File: config.mk
export PLATFORM = sky130hd
export DESIGN_NAME = traffic_request_encoder
export DESIGN_NICKNAME = d
export VERILOG_FILES = /design/src/rtl/traffic_pkg.sv /design/src/rtl/input_debouncer.sv /design/src/rtl/traffic_request_encoder.sv
export SDC_FILE = /design/constraint.sdc
export NUM_CORES = 1
export LEC_CHECK = 0
export CAP_MARGIN = 5
export CORE_AREA = 2 2 99 101
export CTS_BUF_LIST = sky130_fd_sc_hd__clkbuf_8
export CTS_CLUSTER_DIAMETER = 40
export DETAILED_ROUTE_END_ITERATION = 12
export DIE_AREA = 0 0 101 103
export PLACE_DENSITY_LB_ADDON = 0.2
export SYNTH_ARGS = -nofsm -noshare
export SYNTH_HDL_FRONTEND = slang
export SYNTH_HIERARCHICAL = 1
export SYNTH_SLANG_ARGS = --single-unit
File: constraint.sdc
create_clock -name clk -period 6.8 [get_ports clk]
set_clock_uncertainty 0.1 [all_clocks]
set_input_delay 1.36 -clock clk [delete_from_list [all_inputs] [get_ports clk]]
set_output_delay 1.36 -clock clk [all_outputs]
set_load 0.01 [all_outputs]
File: src/rtl/traffic_pkg.sv
// traffic_pkg: mode encodings, emergency FSM states and default widths shared by the request front end
package traffic_pkg;
    localparam logic [1:0] MODE_EMG   = 2'd0;
    localparam logic [1:0] MODE_PED   = 2'd1;
    localparam logic [1:0] MODE_NIGHT = 2'd2;
    localparam logic [1:0] MODE_DAY   = 2'd3;
    localparam int DEF_LANES   = 8;
    localparam int DEF_CORNERS = 8;
    typedef enum logic [1:0] {E_IDLE, E_GRANT, E_GAP} emg_state_t;
endpackage

File: src/rtl/input_debouncer.sv
// input_debouncer: per-bit saturating debounce with a one-cycle rising-edge pulse of the debounced bit
module input_debouncer #(
    parameter int WIDTH    = 8,
    parameter int DEBOUNCE = 3
) (
    input  logic             clk,
    input  logic             rst,
    input  logic [WIDTH-1:0] i_raw,
    output logic [WIDTH-1:0] o_deb,
    output logic [WIDTH-1:0] o_rise
);
    localparam int CW = $clog2(DEBOUNCE) + 1;
    logic [WIDTH-1:0] r_deb_q;
    for (genvar g = 0; g < WIDTH; g++) begin : g_bit
        logic [CW-1:0] r_cnt;
        always_ff @(posedge clk or posedge rst)
            if (rst) r_cnt <= '0;
            else     r_cnt <= !i_raw[g] ? '0 : (r_cnt == CW'(DEBOUNCE) ? r_cnt : r_cnt + 1'b1);
        assign o_deb[g] = r_cnt == CW'(DEBOUNCE);
    end
    always_ff @(posedge clk or posedge rst)
        if (rst) r_deb_q <= '0;
        else     r_deb_q <= o_deb;
    assign o_rise = o_deb & ~r_deb_q;
endmodule

File: src/rtl/traffic_request_encoder.sv
// traffic_request_encoder: debounces detectors/buttons, round-robin grants emergencies with hold
// limits, and latches pedestrian requests until the controller has served them
module traffic_request_encoder
    import traffic_pkg::*;
#(
    parameter int LANES    = DEF_LANES,
    parameter int CORNERS  = DEF_CORNERS,
    parameter int DEBOUNCE = 3,
    parameter int EMG_HOLD = 16,
    parameter int EMG_MAX  = 64,
    parameter int PED_HOLD = 8
) (
    input  logic               clk,
    input  logic               rst,
    input  logic [LANES-1:0]   emgDetect,
    input  logic [CORNERS-1:0] pedButton,
    input  logic [1:0]         trafficMode,
    output logic               emgSignal,
    output logic [LANES-1:0]   emgLane,
    output logic               pedSignal,
    output logic [CORNERS-1:0] pedLatched
);
    localparam int PW = LANES > 1 ? $clog2(LANES) : 1;
    localparam int HW = $clog2(EMG_MAX) + 1;
    localparam int CW = $clog2(PED_HOLD) + 1;

    logic [LANES-1:0]   w_emg_deb;
    logic [CORNERS-1:0] w_ped_rise;
    logic [PW-1:0]      w_pick;
    logic               w_release;
    logic               w_ped_active;
    logic               w_ped_served;

    emg_state_t         r_state;
    logic [PW-1:0]      r_ptr;
    logic [PW-1:0]      r_idx;
    logic [HW-1:0]      r_hold;
    logic               r_emg_signal;
    logic [LANES-1:0]   r_emg_lane;
    logic [CORNERS-1:0] r_ped_latched;
    logic [CW-1:0]      r_ped_cnt;
    logic               r_ped_signal;

    input_debouncer #(.WIDTH(LANES), .DEBOUNCE(DEBOUNCE)) u_emg_deb (
        .clk(clk), .rst(rst), .i_raw(emgDetect), .o_deb(w_emg_deb), .o_rise()
    );
    input_debouncer #(.WIDTH(CORNERS), .DEBOUNCE(DEBOUNCE)) u_ped_deb (
        .clk(clk), .rst(rst), .i_raw(pedButton), .o_deb(), .o_rise(w_ped_rise)
    );

    // walking downward leaves the nearest set lane at or above r_ptr as the final pick
    always_comb begin
        w_pick = '0;
        for (int k = LANES - 1; k >= 0; k--)
            if (w_emg_deb[(int'(r_ptr) + k) % LANES]) w_pick = PW'((int'(r_ptr) + k) % LANES);
    end

    assign w_release = (r_hold >= HW'(EMG_HOLD - 1) && !w_emg_deb[r_idx]) || r_hold == HW'(EMG_MAX - 1);

    always_ff @(posedge clk or posedge rst)
        if (rst) begin
            r_state      <= E_IDLE;
            r_ptr        <= '0;
            r_idx        <= '0;
            r_hold       <= '0;
            r_emg_signal <= 1'b0;
            r_emg_lane   <= '0;
        end else begin
            case (r_state)
                E_IDLE:
                    if (|w_emg_deb) begin
                        r_state      <= E_GRANT;
                        r_idx        <= w_pick;
                        r_emg_lane   <= LANES'(1) << w_pick;
                        r_emg_signal <= 1'b1;
                        r_hold       <= '0;
                    end
                E_GRANT:
                    if (w_release) begin
                        r_state      <= E_GAP;
                        r_emg_signal <= 1'b0;
                        r_emg_lane   <= '0;
                        r_ptr        <= r_idx == PW'(LANES - 1) ? '0 : r_idx + 1'b1;
                    end else begin
                        r_hold <= r_hold + 1'b1;
                    end
                default: r_state <= E_IDLE;
            endcase
        end

    // service only counts while the controller is in pedestrian mode with something pending
    assign w_ped_active = trafficMode == MODE_PED && |r_ped_latched;
    assign w_ped_served = w_ped_active && r_ped_cnt == CW'(PED_HOLD - 1);

    always_ff @(posedge clk or posedge rst)
        if (rst) begin
            r_ped_latched <= '0;
            r_ped_cnt     <= '0;
            r_ped_signal  <= 1'b0;
        end else begin
            r_ped_latched <= w_ped_served ? w_ped_rise : r_ped_latched | w_ped_rise;
            r_ped_cnt     <= w_ped_active && !w_ped_served ? r_ped_cnt + 1'b1 : '0;
            r_ped_signal  <= |r_ped_latched && !r_emg_signal;
        end

    assign emgSignal  = r_emg_signal;
    assign emgLane    = r_emg_lane;
    assign pedSignal  = r_ped_signal;
    assign pedLatched = r_ped_latched;
endmodule
==> results of run 1 <==
-- final cells by class --
type	instances	area (um2)	share of cell area, %
Tap cell	114	143	2.43
Inverter	27	101	1.73
Timing Repair Buffer	39	385	6.57
Clock inverter	7	82.6	1.41
Clock buffer	9	124	2.11
Multi-Input combinational cell	334	2700	46.1
Sequential cell	93	2330	39.7
-- worst max path at each step --
stage	to	depth (start not counted)
after global placement	emgLane[5]	9
after detailed placement	emgLane[2]	8
after CTS	emgLane[5]	9
final	emgLane[5]	9
after floorplan	emgLane[0]	10
after global routing	emgLane[4]	9
-- worst reg2reg max path, cell delays in order (launching register included) --
cell and delay (ns):
sky130_fd_sc_hd__dfrtp_1 0.77, sky130_fd_sc_hd__clkinv_1 0.45, sky130_fd_sc_hd__ha_1 0.58, sky130_fd_sc_hd__mux4_2 0.44
sky130_fd_sc_hd__mux2i_1 0.30, sky130_fd_sc_hd__o31a_1 0.19, sky130_fd_sc_hd__o21ai_1 0.08, sky130_fd_sc_hd__a311oi_1 0.52
sky130_fd_sc_hd__nand2_1 0.14, sky130_fd_sc_hd__o21ai_1 0.15
-- sequential cells by signal (all words and copies together) (netlist names) --
register	cells
u_ped_deb/g_bit.r_cnt	24
emgSignal	1
r_ped_cnt	4
pedSignal	1
r_idx	3
r_hold	7
pedLatched	8
r_state	2
u_ped_deb/r_deb_q	8
u_emg_deb/g_bit.r_cnt	24
emgLane	8
r_ptr	3
-- routing by layer --
metal | GRT usage (%) | vias up | wire length, um
met5 | 0 | - | 0
met4 | 6.03 | 0 | 71
met3 | 3.19 | 9 | 410
met2 | 31.8 | 93 | 4510
met1 | 28.7 | 1763 | 4260
li1 | - | 1713 | -
-- power by group through the flow --
stage                     clock, uW  sequential (uW)  combinational [uW]
final                           382              818                 877
after floorplan                   0              784                 683
after detailed placement          0              830                 875
after CTS                       395              819                 880
after global placement            0              823                 850
after global routing            416              843                 985
-- through the flow --
stage	cell area, um2	hold slack (ns)
2_1_floorplan	5180	0.333
3_3_place_gp	5660	0.349
3_5_place_dp	5660	0.355
4_1_cts	5870	0.365
5_1_grt	5870	0.383
6_report	5870	0.358
==> Implementation_results.wiki, run 1 <==
{| class="wikitable"
! Metric !! Value
|-
| Result of the run || finished clean
|-
| Most numerous cell on the critical path || sky130_fd_sc_hd__o21ai_1
|-
| Classification of the worst setup path || reg2reg
|-
| Fin crit share || 55.8%
|-
| Worst-case register-to-register setup slack || 3.00 ns
|-
| End of the worst register-to-register path || emgLane[5]
|-
| Antenna diode count || 0
|-
| Max-cap violations || 0
|-
| Logic gate share of total power || 42.2%
|-
| Buffer count from post-CTS setup fixing || 0
|-
| Effective utilization at floorplan || 54.7%
|-
| Fin crit period || 3.80 ns
|-
| Reg-to-reg critical path startpoint || r_ptr[1]
|-
| Delay contributed by the slowest stage of the critical path || 0.77 ns
|-
| H-Tree Level Count || 3
|-
| GRT overflow || 0
|-
| Most frequent standard cell in the layout excluding fill and tap cells || sky130_fd_sc_hd__dfrtp_1
|-
| Number of nets in the synthesized netlist || 519
|-
| Critical path buffers and inverters || 1
|-
| Hold Path Stages || 1
|-
| IO Port Bufs || 37
|-
| Share of power burned in registers || 39.4%
|-
| Num ports || 38
|-
| Global router's overall resource usage || 20.0%
|-
| Number of warnings printed during yosys synthesis || 6
|-
| # clock sinks || 93
|-
| Switching component of the power || 783 uW
|-
| Wire length of the first global-routing pass || 16500 um
|-
| Critical-path top delay cell || sky130_fd_sc_hd__dfrtp_1
|-
| Sink of the worst hold path || pedSignal
|-
| Share of total power in the clock network || 18.4%
|-
| Number of design rule violations left after detail routing || 0
|-
| Kind of end point of the critical path || register
|-
| Post-CTS Hold Fix Bufs || 0
|-
| Number of antenna-violating nets in the routed design || 0
|-
| Cell at the root of the clock tree || sky130_fd_sc_hd__clkbuf_8
|-
| CTS tree || built
|-
| LEAKAGE || 0.00252 uW
|-
| Ratio of cells with drive above 1 in the final layout || 11.2%
|-
| Final Non-Filler Cells || 623
|-
| Hold WC Path Type || reg2reg
|-
| Core region area || 0.00946 mm2
|-
| Data arrival at the endpoint of the critical path || 3.98 ns
|-
| Slew of the pin with the lowest slew margin || 0.897 ns
|-
| Overall Power || 2080 uW
|-
| RSZ-0062 raised after global routing || no
|-
| Setup TNS || 0 ns
|-
| Routed vias/inst || 5.74
|-
| Synth Cell Area || 0.00518 mm2
|-
| Number of inserted filler cells in the final layout || 788
|-
| Final core area utilization || 62.0%
|-
| DP Worst Slack || 3.09 ns
|-
| Clk pin slew, worst setup/hold paths || 0.10 ns
|-
| Worst-path cell chain || clkinv_1, ha_1, mux4_2, mux2i_1, o31a_1, o21ai_1, a311oi_1, nand2_1, o21ai_1
|-
| Width of the die || 101 um
|-
| Final hold violation count || 0
|-
| Number of design-rule violations left by the first detailed-router iteration || 162
|-
| Pin count of the biggest net entering global routing || 38
|-
| Peak supply drop || 175 uV
|-
| Placer congestion estimate || 0.934
|-
| Cell count after placement || 607
|-
| Int Pwr || 1290 uW
|-
| Per-instance average area after synthesis || 11.2 um2
|-
| Die Outline Area || 0.0104 mm2
|-
| Total half-perimeter wirelength after legalization and detailed placement || 6830 um
|-
| Antenna violations before repair || 0
|-
| Logic depth of the worst register-to-register path || 9
|-
| Synthesized instance count || 461
|-
| Fmax || 263 MHz
|-
| Later-pin clock latency in the skew report || 0.35 ns
|-
| Setup violation total in the final timing report || 0
|-
| Syn-to-layout area delta || 13.3%
|-
| Critical-path maximum fanout || 17
|-
| Start point of the worst hold path || emgSignal
|-
| Required time reported for the critical path endpoint || 6.98 ns
|-
| CP top delay family || compound AO/OA/AOI/OAI gates
|-
| Routed vias || 3578
|-
| Crit path from || r_ptr[1]
|-
| Number of global-route vias before repair || 3449
|-
| Placement row count || 36
|-
| Number of resized instances in the post-cts repair step || 0
|-
| Number of max-slew violations in the final report || 0
|-
| Number of buffers added by the clock tree synthesis step || 9
|-
| Final wirelength || 9250 um
|-
| Longest Clk Path Bufs || 2
|-
| First-pass iteration count of the detailed router || 5
|-
| Average routed wire per standard cell || 14.9 um
|-
| Kind of launch point of the worst setup path || register
|-
| Slew margin rel. || 40.1%
|-
| Setup slack after layout || 3.00 ns
|-
| Die height || 103 um
|-
| Power per unit of standard cell area || 354 mW/mm2
|-
| # nets final || 562
|-
| Highest-count cells in the layout ignoring fill and taps || sky130_fd_sc_hd__dfrtp_1, sky130_fd_sc_hd__ha_1, sky130_fd_sc_hd__clkdlybuf4s50_1, sky130_fd_sc_hd__nand2_1, sky130_fd_sc_hd__nor2_1
|-
| Sw Share || 37.7%
|}
Power figures use the tool's default switching activity.
==> inputs of run 2 (changes only) <==
==> constraint.sdc (replaced) <==
create_clock -name clk -period 3.6 [get_ports clk]
set_clock_uncertainty 0.1 [all_clocks]
set_input_delay 0.72 -clock clk [delete_from_list [all_inputs] [get_ports clk]]
set_output_delay 0.72 -clock clk [all_outputs]
set_load 0.01 [all_outputs]
==> run 2 against run 1 <==
Effect of this change:
- utilization rose by 0.32 points
- setup slack worse by 2.5 ns
- combinational power up 98%
==> Implementation_results.wiki, run 2 (synthesis gave the netlist of run 1 again) <==
{| class="wikitable"
! Metric !! Value
|-
| Syn-to-layout area delta || 13.9%
|-
| Biggest regs || u_emg_deb/g_bit.r_cnt (24), u_ped_deb/g_bit.r_cnt (24)
|-
| Routed vias || 3543
|-
| Int Pwr || 2460 uW
|-
| Share of total power in the clock network || 17.9%
|-
| Antenna violations before repair || 0
|-
| Effective utilization at floorplan || 54.7%
|-
| Placer congestion estimate || 0.935
|-
| IO Port Bufs || 37
|-
| Sw Share || 37.4%
|-
| Final core area utilization || 62.3%
|-
| Setup violation total in the final timing report || 0
|-
| Die Outline Area || 0.0104 mm2
|-
| H-Tree Level Count || 3
|-
| Delay contributed by the slowest stage of the critical path || 0.60 ns
|-
| Ratio of cells with drive above 1 in the final layout || 11.9%
|-
| Global router's overall resource usage || 20.0%
|-
| Classification of the worst setup path || reg2reg
|-
| Antenna diode count || 0
|-
| Placement row count || 36
|-
| Number of buffers added by the clock tree synthesis step || 9
|-
| Cell at the root of the clock tree || sky130_fd_sc_hd__clkbuf_8
|-
| Width of the die || 101 um
|-
| Kind of end point of the critical path || register
|-
| # nets final || 567
|-
| Number of antenna-violating nets in the routed design || 0
|-
| Required time reported for the critical path endpoint || 3.79 ns
|-
| Sink of the worst hold path || pedSignal
|-
| Number of global-route vias before repair || 3534
|-
| First-pass iteration count of the detailed router || 4
|-
| Worst-case register-to-register setup slack || 0.50 ns
|-
| Longest Clk Path Bufs || 2
|-
| Logic depth of the worst register-to-register path || 9
|-
| Number of resized instances in the post-cts repair step || 0
|-
| Number of max-slew violations in the final report || 0
|-
| CP top delay family || compound AO/OA/AOI/OAI gates
|-
| Setup slack after layout || 0.499 ns
|-
| Highest-count cells in the layout ignoring fill and taps || sky130_fd_sc_hd__dfrtp_1, sky130_fd_sc_hd__ha_1, sky130_fd_sc_hd__clkdlybuf4s50_1, sky130_fd_sc_hd__nand2_1, sky130_fd_sc_hd__nor2_1
|-
| Slew margin rel. || 40.8%
|-
| Reg-to-reg critical path startpoint || u_emg_deb/g_bit[5].r_cnt[0]
|-
| Kind of launch point of the worst setup path || register
|-
| Routed vias/inst || 5.64
|-
| Pin count of the biggest net entering global routing || 38
|-
| Data arrival at the endpoint of the critical path || 3.29 ns
|-
| Share of power burned in registers || 37.9%
|-
| Later-pin clock latency in the skew report || 0.36 ns
|-
| Buffer count from post-CTS setup fixing || 0
|-
| DP Worst Slack || 0.506 ns
|-
| Post-CTS Hold Fix Bufs || 0
|-
| Wire length of the first global-routing pass || 16500 um
|-
| Peak supply drop || 361 uV
|-
| Crit path from || u_emg_deb/g_bit[5].r_cnt[0]
|-
| Fin crit share || 86.2%
|-
| Final wirelength || 9340 um
|-
| Power per unit of standard cell area || 668 mW/mm2
|-
| Max-cap violations || 0
|-
| Number of inserted filler cells in the final layout || 746
|-
| Average routed wire per standard cell || 14.9 um
|-
| Clk pin slew, worst setup/hold paths || 0.10 ns
|-
| Result of the run || finished clean
|-
| Critical-path top delay cell || sky130_fd_sc_hd__mux4_2
|-
| Switching component of the power || 1470 uW
|-
| Logic gate share of total power || 44.2%
|-
| Fmax || 322 MHz
|-
| Setup TNS || 0 ns
|-
| Final hold violation count || 0
|-
| End of the worst register-to-register path || emgLane[5]
|-
| Hold WC Path Type || reg2reg
|-
| Fin crit period || 3.10 ns
|-
| Cell count after placement || 612
|-
| Total half-perimeter wirelength after legalization and detailed placement || 6850 um
|-
| Num ports || 38
|-
| Critical-path maximum fanout || 12
|-
| RSZ-0062 raised after global routing || no
|-
| # clock sinks || 93
|-
| Critical path buffers and inverters || 0
|-
| Number of design rule violations left after detail routing || 0
|-
| Number of design-rule violations left by the first detailed-router iteration || 149
|-
| Core region area || 0.00946 mm2
|-
| CTS tree || built
|-
| GRT overflow || 0
|-
| Start point of the worst hold path || emgSignal
|-
| Die height || 103 um
|-
| Worst-path cell chain || ha_1, ha_1, mux4_2, mux2i_1, o31a_1, o21ai_1, a311oi_1, nand2_1, o21ai_1
|-
| Final Non-Filler Cells || 628
|-
| Slew of the pin with the lowest slew margin || 0.887 ns
|-
| Hold Path Stages || 1
|-
| Most frequent standard cell in the layout excluding fill and tap cells || sky130_fd_sc_hd__dfrtp_1
|-
| LEAKAGE || 0.00255 uW
|}
==> run 2: changes by cell type in the layout (fill, tap and decap cells not counted), sizes merged <==
cell / previous run / this run
inv: 28 / 29
buf: 2 / 7
clkinvlp: 2 / 1
==> run 2: worst reg2reg max path, stage by stage (launching register included) <==
cell and delay [ns]:
sky130_fd_sc_hd__dfrtp_1 0.41, sky130_fd_sc_hd__ha_1 0.20, sky130_fd_sc_hd__ha_1 0.33, sky130_fd_sc_hd__mux4_2 0.60, sky130_fd_sc_hd__mux2i_1 0.30, sky130_fd_sc_hd__o31a_1 0.20
sky130_fd_sc_hd__o21ai_1 0.09, sky130_fd_sc_hd__a311oi_1 0.51, sky130_fd_sc_hd__nand2_1 0.14, sky130_fd_sc_hd__o21ai_1 0.15
==> run 2: how the worst max path moves through the flow <==
stage,endpoint,cells past startpoint
6_report,emgLane[5],9
5_1_grt,emgLane[5],9
4_1_cts,emgLane[5],9
3_5_place_dp,emgLane[5],9
3_3_place_gp,emgLane[5],9
2_1_floorplan,emgLane[0],10
==> run 2: per-stage QoR <==
stage | area [um2] | hold WS [ns] | total power [uW]
finish | 5900 | 0.355 | 3940
global route | 5900 | 0.391 | 4260
CTS | 5900 | 0.371 | 3970
detailed placement | 5700 | 0.354 | 3250
global placement | 5700 | 0.349 | 3190
floorplan | 5180 | 0.333 | 2770
==> run 2: final cells by class <==
| class | instances | area [um2] | area share, % |
|---|---|---|---|
| multi-input combinational | 334 | 2700 | 45.9 |
| sequential | 93 | 2330 | 39.5 |
| timing repair buffer | 44 | 423 | 7.17 |
| tap | 114 | 143 | 2.42 |
| clock buffer | 9 | 124 | 2.10 |
| inverter | 27 | 101 | 1.72 |
| clock inverter | 7 | 75.1 | 1.27 |
==> run 2: per-layer routing <==
metal / vias to the layer above / wire length, um / global-route usage [%]
met4: 0 / 108 / 6.76
met1: 1735 / 4240 / 26.9
met5: - / 0 / 0
li1: 1714 / - / -
met2: 82 / 4630 / 33.0
met3: 12 / 367 / 3.80
==> run 2: power by group through the flow <==
stage	Clock, uW	Sequential (uW)	Combinational (uW)
after global routing	775	1530	1950
after global placement	0	1500	1690
final	705	1490	1740
after detailed placement	0	1510	1740
after CTS	728	1490	1750
after floorplan	0	1480	1290
